[src/rtl/term_pkg.sv]
// Shared constants and state encoding for the text-terminal controller.
package term_pkg;

    localparam logic [7:0] CH_BS  = 8'h08;
    localparam logic [7:0] CH_LF  = 8'h0A;
    localparam logic [7:0] CH_FF  = 8'h0C;
    localparam logic [7:0] CH_CR  = 8'h0D;
    localparam logic [7:0] CH_SP  = 8'h20;
    localparam logic [7:0] CH_MAX = 8'h7E;

    typedef enum logic [1:0] {
        IDLE,
        CLR_ROW,
        CLR_ALL
    } state_t;

endpackage

[src/rtl/term_fifo.sv]
// Synchronous FIFO with show-ahead read data; never overwrites when full.
module term_fifo #(
    parameter int DEPTH = 8,
    parameter int WIDTH = 8
) (
    input  logic             clock,
    input  logic             reset,
    input  logic             push,
    input  logic [WIDTH-1:0] din,
    input  logic             pop,
    output logic [WIDTH-1:0] dout,
    output logic             full,
    output logic             empty
);
    localparam int AW = $clog2(DEPTH);

    logic [WIDTH-1:0] mem [DEPTH];
    // extra MSB distinguishes full from empty when the indices match
    logic [AW:0]      wr_ptr;
    logic [AW:0]      rd_ptr;
    logic             do_push;
    logic             do_pop;

    assign do_push = push && !full;
    assign do_pop  = pop && !empty;
    assign empty   = (wr_ptr == rd_ptr);
    assign full    = (wr_ptr[AW] != rd_ptr[AW]) && (wr_ptr[AW-1:0] == rd_ptr[AW-1:0]);
    assign dout    = mem[rd_ptr[AW-1:0]];

    // pointer update; reset empties the queue
    always_ff @(posedge clock) begin
        if (reset) begin
            wr_ptr <= '0;
            rd_ptr <= '0;
        end else begin
            if (do_push) wr_ptr <= wr_ptr + (AW+1)'(1);
            if (do_pop)  rd_ptr <= rd_ptr + (AW+1)'(1);
        end
    end

    // storage write, no reset needed on the data array
    always_ff @(posedge clock) begin
        if (do_push) mem[wr_ptr[AW-1:0]] <= din;
    end

endmodule

[src/rtl/term_ctrl.sv]
// Text-terminal controller: byte FIFO, cursor tracking, vmem writes,
// clear-screen and circular-row-base scrolling.
module term_ctrl
    import term_pkg::*;
#(
    parameter int COLS       = 70,
    parameter int ROWS       = 30,
    parameter int FIFO_DEPTH = 8,
    parameter int XW         = $clog2(COLS),
    parameter int YW         = $clog2(ROWS)
) (
    input  logic          clock,
    input  logic          reset,
    input  logic          in_valid,
    input  logic [7:0]    in_char,
    output logic          in_ready,
    output logic          wr_en,
    output logic [XW-1:0] wr_x,
    output logic [YW-1:0] wr_y,
    output logic [7:0]    wr_char,
    output logic [XW-1:0] cur_x,
    output logic [YW-1:0] cur_y,
    output logic [YW-1:0] row_base,
    output logic          busy
);
    localparam logic [XW-1:0] X_LAST = XW'(COLS - 1);
    localparam logic [YW-1:0] Y_LAST = YW'(ROWS - 1);
    localparam logic [YW:0]   ROWS_W = (YW+1)'(ROWS);

    state_t        state;
    logic [XW-1:0] clr_x;
    logic [YW-1:0] clr_y;

    logic          fifo_full;
    logic          fifo_empty;
    logic [7:0]    fifo_dout;
    logic          fifo_pop;

    logic [YW:0]   psum;
    logic [YW-1:0] prow;
    logic [YW-1:0] rb_inc;
    logic          is_print;
    logic          is_nl;
    logic          is_bs;
    logic          is_ff;
    logic          do_nl;

    assign in_ready = !fifo_full && (state != CLR_ALL);
    assign fifo_pop = (state == IDLE) && !fifo_empty;
    assign busy     = (state != IDLE) || !fifo_empty;

    term_fifo #(.DEPTH(FIFO_DEPTH), .WIDTH(8)) u_fifo (
        .clock (clock),
        .reset (reset),
        .push  (in_valid && in_ready),
        .din   (in_char),
        .pop   (fifo_pop),
        .dout  (fifo_dout),
        .full  (fifo_full),
        .empty (fifo_empty)
    );

    // physical row: sum is < 2*ROWS, so a single conditional subtract wraps it
    assign psum   = {1'b0, row_base} + {1'b0, cur_y};
    assign prow   = (psum >= ROWS_W) ? YW'(psum - ROWS_W) : YW'(psum);
    assign rb_inc = (row_base == Y_LAST) ? '0 : row_base + YW'(1);

    assign is_print = (fifo_dout >= CH_SP) && (fifo_dout <= CH_MAX);
    assign is_nl    = (fifo_dout == CH_LF) || (fifo_dout == CH_CR);
    assign is_bs    = (fifo_dout == CH_BS);
    assign is_ff    = (fifo_dout == CH_FF);
    // printable in the last column wraps exactly like a newline
    assign do_nl    = is_nl || (is_print && (cur_x == X_LAST));

    // control FSM: decode popped bytes, sequence clears, drive registered writes
    always_ff @(posedge clock) begin
        if (reset) begin
            state    <= CLR_ALL;
            clr_x    <= '0;
            clr_y    <= '0;
            cur_x    <= '0;
            cur_y    <= '0;
            row_base <= '0;
            wr_en    <= 1'b0;
            wr_x     <= '0;
            wr_y     <= '0;
            wr_char  <= '0;
        end else begin
            wr_en <= 1'b0;
            case (state)
                IDLE: begin
                    if (!fifo_empty) begin
                        if (is_print) begin
                            wr_en   <= 1'b1;
                            wr_x    <= cur_x;
                            wr_y    <= prow;
                            wr_char <= fifo_dout;
                        end
                        if (is_bs && (cur_x != '0)) begin
                            wr_en   <= 1'b1;
                            wr_x    <= cur_x - XW'(1);
                            wr_y    <= prow;
                            wr_char <= CH_SP;
                            cur_x   <= cur_x - XW'(1);
                        end
                        if (do_nl) begin
                            cur_x <= '0;
                            if (cur_y != Y_LAST) begin
                                cur_y <= cur_y + YW'(1);
                            end else begin
                                // old top row becomes the new bottom row; blank it
                                row_base <= rb_inc;
                                clr_x    <= '0;
                                clr_y    <= row_base;
                                state    <= CLR_ROW;
                            end
                        end else if (is_print) begin
                            cur_x <= cur_x + XW'(1);
                        end
                        if (is_ff) begin
                            clr_x <= '0;
                            clr_y <= '0;
                            state <= CLR_ALL;
                        end
                    end
                end
                CLR_ROW: begin
                    wr_en   <= 1'b1;
                    wr_x    <= clr_x;
                    wr_y    <= clr_y;
                    wr_char <= CH_SP;
                    if (clr_x == X_LAST) state <= IDLE;
                    else                 clr_x <= clr_x + XW'(1);
                end
                CLR_ALL: begin
                    wr_en   <= 1'b1;
                    wr_x    <= clr_x;
                    wr_y    <= clr_y;
                    wr_char <= CH_SP;
                    if (clr_x == X_LAST) begin
                        clr_x <= '0;
                        if (clr_y == Y_LAST) begin
                            cur_x    <= '0;
                            cur_y    <= '0;
                            row_base <= '0;
                            state    <= IDLE;
                        end else begin
                            clr_y <= clr_y + YW'(1);
                        end
                    end else begin
                        clr_x <= clr_x + XW'(1);
                    end
                end
                default: state <= CLR_ALL;
            endcase
        end
    end

endmodule

[config.mk]
export PLATFORM = sky130hd
export DESIGN_NAME = term_ctrl
export DESIGN_NICKNAME = d
export VERILOG_FILES = /design/src/rtl/term_pkg.sv /design/src/rtl/term_fifo.sv /design/src/rtl/term_ctrl.sv
export SDC_FILE = /design/constraint.sdc
export NUM_CORES = 1
export LEC_CHECK = 0
export CAP_MARGIN = 15
export CELL_PAD_IN_SITES_DETAIL_PLACEMENT = 0
export CELL_PAD_IN_SITES_GLOBAL_PLACEMENT = 1
export CORE_MARGIN = 2
export CORE_UTILIZATION = 40
export DETAILED_ROUTE_END_ITERATION = 8
export GPL_TIMING_DRIVEN = 1
export PLACE_DENSITY = 0.68
export SLEW_MARGIN = 20
export SYNTH_ARGS = -nofsm -noshare
export SYNTH_HDL_FRONTEND = slang
export SYNTH_SLANG_ARGS = --single-unit
[constraint.sdc]
create_clock -name clock -period 4.4 [get_ports clock]
set_clock_uncertainty 0.1 [all_clocks]
set_input_delay 1.32 -clock clock [delete_from_list [all_inputs] [get_ports clock]]
set_output_delay 1.32 -clock clock [all_outputs]
set_load 0.02 [all_outputs]
; Yosys cells after proc, flatten, opt, wreduce, memory -nomap -nowiden
; Memories as Yosys holds them, arrays and structs flattened. A register that Yosys moved wholly into a read port is not among the register bits.
; Cells that the tools add are included.
[word_totals]
ram_bits = 64
register_bits = 60
word_cells = 143
n_memories = 1
[op_classes]
n_lt_le_gt_ge = 3
eq_ne = 28
mux = 61
n_addsub = 10
reduce_logical = 28
[mem_list]
columns = name, depth, word_bits, read_ports, rd_clocked_by_memory_dff, wr, line_no
row1 = u_fifo.mem, 8, 8, 1, 1, 1, term_fifo.sv:17  ; logic [WIDTH-1:0] mem [DEPTH];
[op_table]
columns = operator, count
row1 = 7-bit 2-to-1 mux, 15
row2 = 5-bit 2-to-1 mux, 19
row3 = 5-bit one-hot mux with 2 select lines, 4
row4 = 8-bit by 4-bit equality test with 1-bit output (second input constant), 4
row5 = 7-bit one-hot mux with 2 select lines, 2
row6 = 8-bit 2-to-1 mux, 3
row7 = 6-bit AND reduction, 4
row8 = 7-bit one-hot mux with 3 select lines, 1
row9 = 2-bit != test (second input constant), 9
row10 = 8-bit one-hot mux with 2 select lines, 1
row11 = 5-bit by 1-bit adder with 5-bit output (second input constant), 3
row12 = 7-bit by 1-bit adder with 7-bit output (second input constant), 2
row13 = 7-bit equality test (second input constant), 2
row14 = 2-bit 2-to-1 mux, 7
row15 = 5-bit equality test (second input constant), 2
row16 = 5-bit AND reduction, 2
row17 = 1-bit logical AND, 9
row18 = 4-bit by 1-bit adder with 4-bit output (second input constant), 2
row19 = 8-bit by 6-bit greater-or-equal comparator with 1-bit output (second input constant), 1
row20 = 8-bit by 7-bit <= comparator with 1-bit output (second input constant), 1
row21 = 7-bit nonzero test, 1
row22 = 7-bit by 1-bit subtractor with 7-bit output (second input constant), 1
row23 = 5-bit by 5-bit adder with 6-bit output, 1
row24 = 6-bit by 5-bit greater-or-equal comparator with 1-bit output (second input constant), 1
row25 = 22 further kinds, 33

; Longest topological paths before layout
; Gate-level depths: netlist (run 1).
[depth]
word_depth = 8
depth_mapped = 11
ltp_nobuf = 11

; By module
; A second synthesis (run 1) with hierarchy kept.
[hier_totals]
hier_cells = 599
hier_area_um2 = 6556.3
[modules_own_cells]
columns = mod, instances, seq_area_each_um2, cells_each, area_per_inst_um2
row1 = term_ctrl, 1, 1041.0, 421, 3389.5
row2 = term_fifo, 1, 2142.1, 178, 3166.8

; Worst setup path before layout (run 1)
; No wires, ideal clock.
[synth_timing]
path_type = register to output
startpoint = register u_fifo.wr_ptr[0]
endpoint = output port busy
arrival_time_ns = 1.682
setup_slack_ns = 1.298
stages_incl_launch_ff = 5
path_cell_list = dfxtp_1 -> clkbuf_1 -> xor2_1 -> nor4_1 -> nand2_1
[synth_between]
elab_chain_len = 3
[synth_rtl]
columns = element, line_no
row1 = from (decl), term_fifo.sv:19  ; logic [AW:0] wr_ptr;
row2 = from (signal assigned), term_fifo.sv:36  ; if (do_push) wr_ptr <= wr_ptr + (AW+1)'(1);
row3 = 4-bit equality test, term_fifo.sv:26  ; assign empty = (wr_ptr == rd_ptr);
row4 = 1-bit zero test, term_ctrl.sv:50  ; assign busy = (state != IDLE) || !fifo_empty;
row5 = 1-bit logical OR, term_ctrl.sv:50
row6 = to (decl), term_ctrl.sv:24  ; output logic busy
; No other way between the ends.

; Worst setup path after layout (run 1)
; Same ends and word-level chain as after synthesis.

==> results.json, run 1 <==
{
  "gp_congestion": 0.8381,
  "hold_slack_ns": 0.3546,
  "setup_viol": 0,
  "synthAdderAreaFrac_pct": 4.805,
  "drive_gt1_share_pct": 14.03,
  "pwr-share-clk_pct": 44.5,
  "synth-simple-area-share_pct": 15.18,
  "synth.area.mux_share_pct": 11.62,
  "wl_mm": 16.06,
  "n_antenna_cell": 0,
  "hold_path_end": "wr_y[2]$_SDFFE_PP0P_",
  "worstHoldStart": "wr_y[2]$_SDFFE_PP0P_",
  "grt_pass1_wl_mm": 25.49,
  "p_leak_nw": 2.739,
  "antenna_found_initial": 0,
  "num_vias": 4950,
  "ir_drop_uv": 361.9,
  "cap_violations": 0,
  "synth_edf_count": 64,
  "syn2layout_area_growth_pct": 19.50,
  "synth_compound_area_share_pct": 14.11,
  "num_rows": 47,
  "root_buffer": "clkbuf_16",
  "h-tree-depth": 4,
  "clk_latency_ns": 0.42,
  "nets": 700,
  "core_um2": 16410,
  "rsz0062_at_grt": "false",
  "synthesis.area_um2": 6666,
  "syn-num-nets": 643,
  "ys_warn_count": 0,
  "async_flop_share_pct": 0,
  "cts_setup_buffers": 0,
  "portBuffers": 50,
  "synthDistinctLibCells": 82,
  "dr.first_iter.drc_count": 242,
  "fmax_mhz": 249.6,
  "worstPathCellList": "xor2_1 > nor4_1 > nand2_1 > clkdlybuf4s50_1",
  "die_w_um": 133.1,
  "combPwrFrac_pct": 11.4,
  "dpl.hpwl_mm": 11.33,
  "drc": 0,
  "final.period_utilization_pct": 91.05,
  "ys_ff_latch": 127,
  "min-delay-path-class": "flop to flop",
  "grt_usage_pct": 18.59,
  "synthCells": 607,
  "worstSetupPathType": "flop to primary output",
  "net-switching-power_uw": 791.8,
  "numCtsBuffers": 17,
  "yosysSeqAreaShare_pct": 47.75,
  "ctsHoldBuffers": 0,
  "clk_pin_slew_ns": 0.06,
  "p_total_mw": 2.930,
  "swShare_pct": 27.02,
  "required_ns": 2.98,
  "synth_area_per_cell_um2": 10.98,
  "dp.cells": 865,
  "status": "completed",
  "grt_max_degree": 45,
  "post_cts_resized": 0,
  "r2r-end": "cur_x[1]$_SDFFE_PP0P_",
  "maxSlewHeadroom_pct": 44.61,
  "seqPwrFrac_pct": 44.1,
  "cts.sinks": 127,
  "avgViaCountPerCell": 5.518,
  "end_kind": "primary output",
  "die_h_um": 133.1,
  "whs_path_depth": 2,
  "power_density_nw_per_um2": 367.8,
  "grt_pass1_vias": 4748,
  "cp_max_fo": 8,
  "fin_crit_ns": 4.006,
  "slowest_delay_ns": 0.61,
  "slowest_stage": "clkdlybuf4s50_1",
  "crit_buf_inv": 1,
  "cp_data_arrival_time_ns": 2.59,
  "synth-xor-area-share_pct": 2.233,
  "start_kind": "flop",
  "p_int_mw": 2.138,
  "worst_slew_pin_slew_ns": 0.8308,
  "worst_r2r_path_depth": 9,
  "wire_per_inst_um": 17.90,
  "fin_setup_tns_ns": 0,
  "final_cells": 897,
  "crit_family": "simple AND/OR/NAND/NOR gates",
  "cts_tree": "yes",
  "initial_core_util_pct": 40.63,
  "die_area_um2": 17710,
  "rrSetupSlack_ns": 0.68,
  "hold_violations": 0,
  "ant_nets": 0,
  "cts_buffer_depth": 2,
  "grt_overflow_total": 0,
  "io_pins": 51,
  "synthFlopType": "edfxtp_1",
  "drtPass1Iterations": 4,
  "drv_slew": 0,
  "synth_top_family_by_area": "simple AND/OR/NAND/NOR gates"
}
-- registers in the layout, summed over array words and instances (netlist names), named ones only --
signal	cells
cur_y	5
u_fifo.rd_ptr	4
clr_y	5
state	2
wr_y	5
wr_en	1
row_base	5
u_fifo.wr_ptr	4
wr_x	7
wr_char	8
u_fifo.mem	64
clr_x	7
cur_x	7
-- cell usage in the layout (no fill, tap or decap), types with 5 or more instances in the layout --
cell type	synthesis	layout
edfxtp_1	64	64
dfxtp_1	63	63
nand2_1	57	57
clkdlybuf4s50_1	0	49
nor2_1	33	33
inv_1	30	30
a21oi_1	26	26
mux2i_1	25	25
ha_1	24	24
nor3_1	19	19
buf_4	4	19
nand3_1	18	18
o21ai_0	17	17
clkbuf_16	0	17
mux4_2	16	16
xor2_1	10	10
nor4_1	10	10
o32ai_1	8	8
nand4_1	8	8
xnor2_1	7	7
nand2b_1	7	7
inv_6	0	7
a211oi_1	6	6
a21o_1	6	6
mux2_2	6	6
a221o_1	6	6
o211ai_1	6	6
nor2b_1	5	5
o31ai_1	5	5
and3_1	5	5
-- power groups by stage --
stage	clock network, mW	registers (mW)	logic, mW
2_1_floorplan	0	1.33	0.204
3_3_place_gp	0	1.32	0.330
3_5_place_dp	0	1.32	0.331
4_1_cts	1.33	1.29	0.332
5_1_grt	1.39	1.30	0.364
6_report	1.30	1.29	0.334
-- worst min-delay path, delay by kind of cell, from the launching register on --
| family | cells | cell delay [ns] |
|---|---|---|
| AOI/OAI and AO/OA | 1 | 0.05 |
| buffers and inverters | 1 | 0.05 |
| DFF | 1 | 0.31 |
-- how the worst max path moves through the flow --
| stage | from | endpoint | depth (start not counted) |
|---|---|---|---|
| final | u_fifo.wr_ptr[0]$_SDFFE_PP0P_ | busy | 4 |
| after global routing | u_fifo.wr_ptr[0]$_SDFFE_PP0P_ | busy | 4 |
| after CTS | u_fifo.wr_ptr[0]$_SDFFE_PP0P_ | busy | 4 |
| after detailed placement | flop | cur_x[1]$_SDFFE_PP0P_ | 9 |
| after global placement | flop | cur_x[1]$_SDFFE_PP0P_ | 9 |
| after floorplan | u_fifo.wr_ptr[0]$_SDFFE_PP0P_ | busy | 4 |
-- area by class of cell --
| type | instances | area (µm²) |
|---|---|---|
| fill | 1519 | 8441 |
| multi-input combinational | 416 | 3197 |
| sequential | 127 | 3183 |
| timing repair buffer | 69 | 638.1 |
| clock buffer | 17 | 425.4 |
| tap | 220 | 275.3 |
| clock inverter | 15 | 123.9 |
| inverter | 33 | 123.9 |
-- cells by family (layout without fill, tap and decap cells) --
kind of cell / count (synthesis) / in the layout
AO/OA/AOI/OAI: 127 / 127
XOR/XNOR: 17 / 17
adder cells (fa/ha/maj): 25 / 25
buffers and inverters: 64 / 134
flip-flops: 127 / 127
multiplexers: 54 / 54
AND/OR/NAND/NOR: 193 / 193
-- per-layer routing --
layer,wire (µm),track usage [%]
met5,0,0
met1,7193,25.02
met2,7732,29.56
met4,282,5.792
met3,848,4.909
-- per-stage QoR --
| step | setup WS [ns] | utilization [%] | cell area (µm²) |
|---|---|---|---|
| finish | 0.3936 | 48.55 | 7966 |
| floorplan | 1.298 | - | 6666 |
| CTS | 0.4552 | 48.55 | 7966 |
| global placement | 0.7518 | 45.21 | 7417 |
| global route | 0.2523 | 48.55 | 7966 |
| detailed placement | 0.6377 | 45.21 | 7417 |
-- cells in the mapped netlist (7+ instances only) --
cell type / count / area share [%]
xor2_1: 10 / 1.3
nand4_1: 8 / 0.75
xnor2_1: 7 / 0.92
nor2_1: 33 / 1.9
clkbuf_1: 20 / 1.1
dfxtp_1: 63 / 19
mux2i_1: 25 / 3.8
o32ai_1: 8 / 1.1
edfxtp_1: 64 / 29
nor4_1: 10 / 0.94
mux4_2: 16 / 5.4
nand2_1: 57 / 3.2
o21ai_0: 17 / 1.3
nor3_1: 19 / 1.4
a21oi_1: 26 / 2.0
nand3_1: 18 / 1.4
ha_1: 24 / 4.5
inv_1: 30 / 1.7
nand2b_1: 7 / 0.66
(Power assumes the default switching activity.)
==> run 2, diff against run 1 <==
--- a/config.mk
+++ b/config.mk
@@ -17,3 +17,4 @@
 export SYNTH_ARGS = -nofsm -noshare
 export SYNTH_HDL_FRONTEND = slang
 export SYNTH_SLANG_ARGS = --single-unit
+export TNS_END_PERCENT = 50
==> results of run 2 <==
Same layout as run 1: the final DEF is identical, and so are final timing and power.
